--- src/rtl/priority_scan_encoder.sv ---
// priority_scan_encoder
//
// Captures a WIDTH-bit request vector over a valid/ready handshake, then emits
// the index of every set bit, one per output beat, in priority order
// (highest index first when MSB_FIRST=1, lowest first otherwise). An all-zero
// vector produces a single beat flagged with out_none.
//
// Ports:
//   clk        rising-edge clock
//   rst_n      asynchronous active-low reset
//   in_valid   request vector presented on in_vec
//   in_ready   block is idle and will capture in_vec this cycle
//   in_vec     request vector (sampled only at accept)
//   out_valid  a beat is presented on out_idx/out_last/out_none/out_count
//   out_ready  consumer takes the current beat
//   out_idx    index of the highest-priority pending bit
//   out_last   current beat is the final one for this vector
//   out_none   captured vector was all-zero
//   out_count  number of set bits in the captured vector
`timescale 1ns/1ps

module priority_scan_encoder #(
  parameter int WIDTH     = 8,
  parameter bit MSB_FIRST = 1'b1,
  localparam int IDX_W    = $clog2(WIDTH)
) (
  input  logic             clk,
  input  logic             rst_n,
  input  logic             in_valid,
  output logic             in_ready,
  input  logic [WIDTH-1:0] in_vec,
  output logic             out_valid,
  input  logic             out_ready,
  output logic [IDX_W-1:0] out_idx,
  output logic             out_last,
  output logic             out_none,
  output logic [IDX_W:0]   out_count
);

  typedef enum logic {
    IDLE = 1'b0,
    SCAN = 1'b1
  } state_e;

  state_e           state_q;
  logic [WIDTH-1:0] pending_q;
  logic [IDX_W:0]   count_q;
  logic             none_q;

  logic [IDX_W-1:0] idx_s;
  logic [WIDTH-1:0] idx_mask_s;
  logic             single_s;
  logic             last_s;
  logic             fire_s;

  // Priority encode; a zero vector encodes to index 0.
  function automatic logic [IDX_W-1:0] prio_encode(input logic [WIDTH-1:0] vec);
    logic [IDX_W-1:0] idx;
    idx = '0;
    if (MSB_FIRST) begin
      // Ascending scan: the last hit, i.e. the highest set bit, wins.
      for (int i = 0; i < WIDTH; i++) begin
        if (vec[i]) begin
          idx = IDX_W'(i);
        end else begin
          idx = idx;
        end
      end
    end else begin
      // Descending scan: the last hit, i.e. the lowest set bit, wins.
      for (int i = WIDTH - 1; i >= 0; i--) begin
        if (vec[i]) begin
          idx = IDX_W'(i);
        end else begin
          idx = idx;
        end
      end
    end
    return idx;
  endfunction

  // Number of set bits; IDX_W+1 bits hold the all-ones count WIDTH.
  function automatic logic [IDX_W:0] popcount(input logic [WIDTH-1:0] vec);
    logic [IDX_W:0] cnt;
    cnt = '0;
    for (int i = 0; i < WIDTH; i++) begin
      cnt = cnt + {{IDX_W{1'b0}}, vec[i]};
    end
    return cnt;
  endfunction

  assign idx_s      = prio_encode(pending_q);
  assign idx_mask_s = {{(WIDTH-1){1'b0}}, 1'b1} << idx_s;
  // Exactly one bit set: non-zero and clearing the lowest set bit leaves zero.
  assign single_s   = (pending_q != '0) &&
                      ((pending_q & (pending_q - {{(WIDTH-1){1'b0}}, 1'b1})) == '0);
  // A zero vector is its own final (and only) beat.
  assign last_s     = (state_q == SCAN) && (single_s || none_q);
  assign fire_s     = (state_q == SCAN) && out_ready;

  assign in_ready  = (state_q == IDLE);
  assign out_valid = (state_q == SCAN);
  assign out_idx   = idx_s;
  assign out_last  = last_s;
  assign out_none  = none_q;
  assign out_count = count_q;

  // Handshake FSM: capture in IDLE, retire one index per transfer in SCAN.
  always_ff @(posedge clk or negedge rst_n) begin
    if (!rst_n) begin
      state_q   <= IDLE;
      pending_q <= '0;
      count_q   <= '0;
      none_q    <= 1'b0;
    end else begin
      case (state_q)
        IDLE: begin
          if (in_valid) begin
            pending_q <= in_vec;
            count_q   <= popcount(in_vec);
            none_q    <= (in_vec == '0);
            state_q   <= SCAN;
          end else begin
            state_q   <= IDLE;
          end
        end
        SCAN: begin
          if (fire_s && last_s) begin
            pending_q <= '0;
            count_q   <= '0;
            none_q    <= 1'b0;
            state_q   <= IDLE;
          end else if (fire_s) begin
            pending_q <= pending_q & ~idx_mask_s;
          end else begin
            state_q   <= SCAN;
          end
        end
        default: begin
          state_q   <= IDLE;
          pending_q <= '0;
          count_q   <= '0;
          none_q    <= 1'b0;
        end
      endcase
    end
  end

endmodule

--- config.mk ---
export PLATFORM = sky130hd
export DESIGN_NAME = priority_scan_encoder
export DESIGN_NICKNAME = d
export VERILOG_FILES = /design/src/rtl/priority_scan_encoder.sv
export SDC_FILE = /design/constraint.sdc
export NUM_CORES = 1
export LEC_CHECK = 0
export ABC_AREA = 1
export CAP_MARGIN = 20
export CORE_MARGIN = 3
export CORE_UTILIZATION = 35
export DETAILED_ROUTE_END_ITERATION = 10
export PLACE_DENSITY = 0.66
export SLEW_MARGIN = 40
export SYNTH_ARGS = -nofsm -noshare
export SYNTH_HDL_FRONTEND = slang
export SYNTH_SLANG_ARGS = --single-unit
--- constraint.sdc ---
create_clock -name clk -period 4.2 [get_ports clk]
set_input_delay 0.84 -clock clk [delete_from_list [all_inputs] [get_ports clk]]
set_output_delay 0.84 -clock clk [all_outputs]
set_load 0.02 [all_outputs]
==> results.toml, run 1 <==
[cts]
cts.sinks = 14
cts_resized = 0
clkTransAtPathRegs_ps = 90
cts-root-buf = "clkbuf_4"
cts_tree = "yes"
cts_setup_buffers = 0
htreeDepth = 1
insertion_delay_ps = 280
clockBufferDepth = 2
postCtsHoldBufs = 0
cts_inserted_buffers = 3

[critical_path]
critPathMaxFanout = 3
worstPathArrival_ps = 3780
crit_required_ps = 4420
startpoint_type = "input port"
ff2ff_path_depth = 6
crit_type = "in -> reg"
r2r_slack_ps = 2280
endpoint_kind = "register"

[placement]
io_buffers = 22
dp_hpwl_mm = 1.97
gp_congestion = 0.827

[sta]
rsz0062_at_grt = "no"
hold_violations = 0
drv_slew = 0
clock.fmax_ghz = 0.281
clock-skew-final_ps = 5.53
fin_tns_setup_ps = 0
period_share_pct = 84.7
worst_slew_pin_slew_ps = 604
slew_headroom_pct = 59.6
period_minus_slack_ps = 3560
report.final.setup_viol = 0

[layout]
fillerInstances = 290
antenna_cells = 0
nets = 182
layout-drive-gt1-share_pct = 15.0
area_delta_synth_final_pct = 23.7

[run]
max_cap_viol_count = 0

[synth]
yosys-top-cells-area = "dfrtp_1, nand2_1, inv_1"
synthCells = 138
synthFlopType = "dfrtp_1"
synth_edf_count = 0
synth.most_common_cell = "nand2_1"
ys_seq_area_share_pct = 32.1
synth_seq_cells = 14
synth_fp_nets = 158
synth_largest_area_cell = "dfrtp_1"
synth_top_area_share_pct = 32.1
syn_area_per_cell_sq_um = 7.92
async_flop_share_pct = 100
ys.warnings.count = 0
yosysUniqueCellTypes = 25
synth_area_sq_mm = 0.00109
ys_top_cells_by_count = "nand2_1, inv_1, dfrtp_1"

[route]
dr.pass1.iters = 4
routed_wl_mm = 2.36
drc = 0
viasPerCell = 5.04
initialDrtViolationCount = 39
wire_per_inst_microns = 12.4
vias = 962
ant_nets = 0

[global_routing]
grt_pass1_vias = 943
grt_max_degree = 15
grt_pass1_wl_mm = 4.03
overflow = 0
antenna_found_initial = 0
grt_usage_pct = 14.0

[power_and_ir_drop]
total_power_mw = 0.754
ir_worst_vdd_mv = 0.222
p_per_area_mw_per_mm2 = 558
leakagePower_nw = 0.663

[worst_hold_path]
hold_class = "reg -> reg"
hold_depth = 2

[die]
coreArea_sq_mm = 0.00285
start_util_pct = 38.3
die_x_microns = 61.9
row_count = 19
io_pins = 23
die_area_sq_mm = 0.00383
die_y_microns = 61.9

[status]
status = "finished, final reports clean"
## report_power, final
part | switching [mW] | total [mW] | internal [mW]
registers | 0.0647 | 0.246 | 0.181
clock network | 0.0428 | 0.0760 | 0.0332
logic | 0.244 | 0.432 | 0.188
total | 0.351 | 0.754 | 0.403
## layer usage
| layer | track usage [%] | vias up | routed length [microns] |
|---|---|---|---|
| met5 | 0 | - | 0 |
| met4 | 5.15 | 0 | 21 |
| met3 | 0.620 | 2 | 56 |
| met2 | 23.0 | 18 | 1120 |
| met1 | 19.4 | 451 | 1170 |
| li1 | - | 491 | - |
## through the flow
stage | instance area [sq um] | worst slack [ps] | std cells | utilization (%) | hold slack [ps]
after floorplan | 1090 | 944 | 138 | - | 544
after global placement | 1330 | 403 | 188 | 46.6 | 495
after detailed placement | 1330 | 342 | 188 | 46.6 | 495
after CTS | 1350 | 626 | 191 | 47.4 | 516
after global routing | 1350 | 492 | 191 | 47.4 | 559
final | 1350 | 641 | 191 | 47.4 | 514
## registers in the layout, summed over array words and instances (netlist names)
register / cells
pending_q: 8
out_valid: 1
out_none: 1
out_count: 4
## path summary, 6_finish.rpt
path | startpoint | endpoint
hold reg to reg | out_count[3] | out_count[3]
hold / removal | out_count[3] | out_count[3]
max in group asynchronous | rst_n | out_none
setup / recovery | in_vec[0] | out_count[2]
setup reg to reg | out_valid | pending_q[2]
min in group asynchronous | rst_n | out_count[1]
## area by class of cell
class                           count  area [sq um]  share of cell area (%)
Tap cell                           31          38.8                    2.87
Sequential cell                    14           350                    25.9
Clock buffer                        3          22.5                    1.67
Inverter                           24          90.1                    6.67
Multi-Input combinational cell     97           629                    46.6
Timing Repair Buffer               22           220                    16.3
## placed cells by master (no fill, tap or decap), types with 2 or more instances in the layout
cell type and count:
o21ai_0 8, nor2_1 13, nand3_2 6, o21ai_1 2, clkdlybuf4s50_1 22, nor2_4 3, dfrtp_1 14, a21oi_1 8
ha_1 4, nand4_1 2, fa_1 4, a21oi_2 5, clkbuf_4 3, nand2_2 2, nand2_1 25, inv_1 23
nand3_1 8, o22ai_2 2
## worst max-delay path: stages
cell,delay [ps]
clkdlybuf4s50_1,460
fa_1,550
inv_1,50
fa_1,490
fa_1,410
inv_1,70
ha_1,160
inv_1,50
fa_1,380
xnor2_1,170
nand3_1,90
nand2_1,70
## logic make-up after synthesis
group,after synthesis,synth area share (%)
xor gates and xnor gates,1,0.802
AOI/OAI and AO/OA,26,15.1
and+or+nand+nor,62,29.8
adders and majority gates,8,11.9
DFF,14,32.1
buffers and inverters,27,10.3
No activity file was read; power rests on OpenSTA's default activity.
==> run 2: changes to the inputs <==
Clock period 4.2 ns to 3.5 ns, I/O delays scaled along.
==> results.toml, run 2 (synthesis gave the netlist of run 1 again) <==
[route]
drc = 0
vias = 968
initialDrtViolationCount = 24
ant_nets = 0
dr.pass1.iters = 4
viasPerCell = 4.99
wire_per_inst_microns = 12.2
routed_wl_mm = 2.37

[cts]
cts-root-buf = "clkbuf_4"
cts_inserted_buffers = 3
insertion_delay_ps = 270
cts_setup_buffers = 0
clkTransAtPathRegs_ps = 80
cts.sinks = 14
cts_tree = "yes"
clockBufferDepth = 2
htreeDepth = 1

[global_routing]
grt_pass1_wl_mm = 4.14
grt_pass1_vias = 973
overflow = 0
grt_max_degree = 15
grt_usage_pct = 14.3
antenna_found_initial = 0

[sta]
worst_slew_pin_slew_ps = 601
hold_violations = 0
period_share_pct = 88.2
drv_slew = 0
clock-skew-final_ps = 5.38
hold_ws_ps = 518
period_minus_slack_ps = 3090
rsz0062_at_grt = "no"
report.final.setup_viol = 0
clock.fmax_ghz = 0.324
slew_headroom_pct = 59.8

[power_and_ir_drop]
leakagePower_nw = 0.705
p_per_area_mw_per_mm2 = 649
ir_worst_vdd_mv = 0.267

[status]
status = "finished, final reports clean"

[layout]
antenna_cells = 0
regMostFlops = "pending_q"
layout_commonest_cell = "nand2_1"
multi_input_area_sq_um = 629
largest_register_ff_count = 8
stdcell_count = 194
area_delta_synth_final_pct = 26.5
nets = 185
final_cell_mix = "nand2_1, inv_1, clkdlybuf4s50_1"
seq_area_sq_um = 350
layout-drive-gt1-share_pct = 16.6
fillerInstances = 292

[die]
start_util_pct = 38.3
die_area_sq_mm = 0.00383
die_x_microns = 61.9
io_pins = 23
coreArea_sq_mm = 0.00285
row_count = 19
die_y_microns = 61.9

[critical_path]
startpoint_type = "input port"
crit_required_ps = 3660
endpoint_kind = "register"
crit_type = "in -> reg"
critPathMaxFanout = 2
worstPathArrival_ps = 3250

[placement]
gp_congestion = 0.859
dp_hpwl_mm = 2.00
dpl.cell_count = 191
io_buffers = 22

[run]
max_cap_viol_count = 0

[worst_hold_path]
hold_class = "reg -> reg"
-- run 2: changes by cell type in the layout (fill, tap and decap cells not counted) --
cell             before  now
clkdlybuf4s50_1      22   19
buf_4                 0    3
dlymetal6s2s_1        0    3
-- run 2: final timing paths --
path | startpoint | to | slack (ps) | cells past startpoint
min in group asynchronous | rst_n | out_count[0] | 810 | 1
max in group asynchronous | rst_n | pending_q[2] | 2300 | 1
setup / recovery | in_vec[0] | out_count[2] | 410 | 12
setup reg to reg | out_valid | pending_q[2] | 1580 | 6
hold / removal | out_count[3] | out_count[3] | 520 | 2
hold reg to reg | out_count[3] | out_count[3] | 520 | 2
-- run 2: timing repair --
| item | 4_1_cts | 5_1_grt |
|---|---|---|
| hold buffers | 0 | 0 |
| setup endpoints to repair | 0 | 1 |
| gates resized for setup | 0 | 3 |
-- run 2: critical path, cell delays in order --
cell,delay [ps]
dlymetal6s2s_1,150
fa_1,530
inv_1,50
fa_1,490
fa_1,410
inv_1,70
ha_1,150
inv_1,50
fa_1,380
xnor2_1,130
nand3_1,80
nand2_1,50
-- run 2: layer usage --
layer	track usage, %	vias to the layer above	share of wire [%]
met5	0	-	0
met4	5.76	0	1.1
met3	1.24	2	3.5
met2	24.7	22	50
met1	18.5	449	45
li1	-	495	-
-- run 2: through the flow --
stage | worst slack, ps | TNS (ps) | power [mW] | cell area (sq um) | util (%)
final | 412 | 0 | 0.896 | 1380 | 48.4
after global placement | -140 | -208 | 0.806 | 1350 | 47.4
after CTS | 89.4 | 0 | 0.906 | 1370 | 48.2
after floorplan | 384 | 0 | 0.646 | 1090 | -
after detailed placement | -188 | -281 | 0.819 | 1350 | 47.4
after global routing | 249 | 0 | 0.976 | 1380 | 48.4
-- run 2: area by class of cell --
cell class                      count  share of cell area (%)
Multi-Input combinational cell     97                    45.6
Sequential cell                    14                    25.4
Timing Repair Buffer               25                    18.1
Inverter                           24                    6.52
Tap cell                           31                    2.81
Clock buffer                        3                    1.63
-- run 2: where the power goes --
part / switching, mW / leakage (nW) / internal [mW] / total (mW)
logic: 0.287 / 0.524 / 0.228 / 0.515
clock network: 0.0441 / 0.0138 / 0.0397 / 0.0838
registers: 0.0796 / 0.167 / 0.217 / 0.297
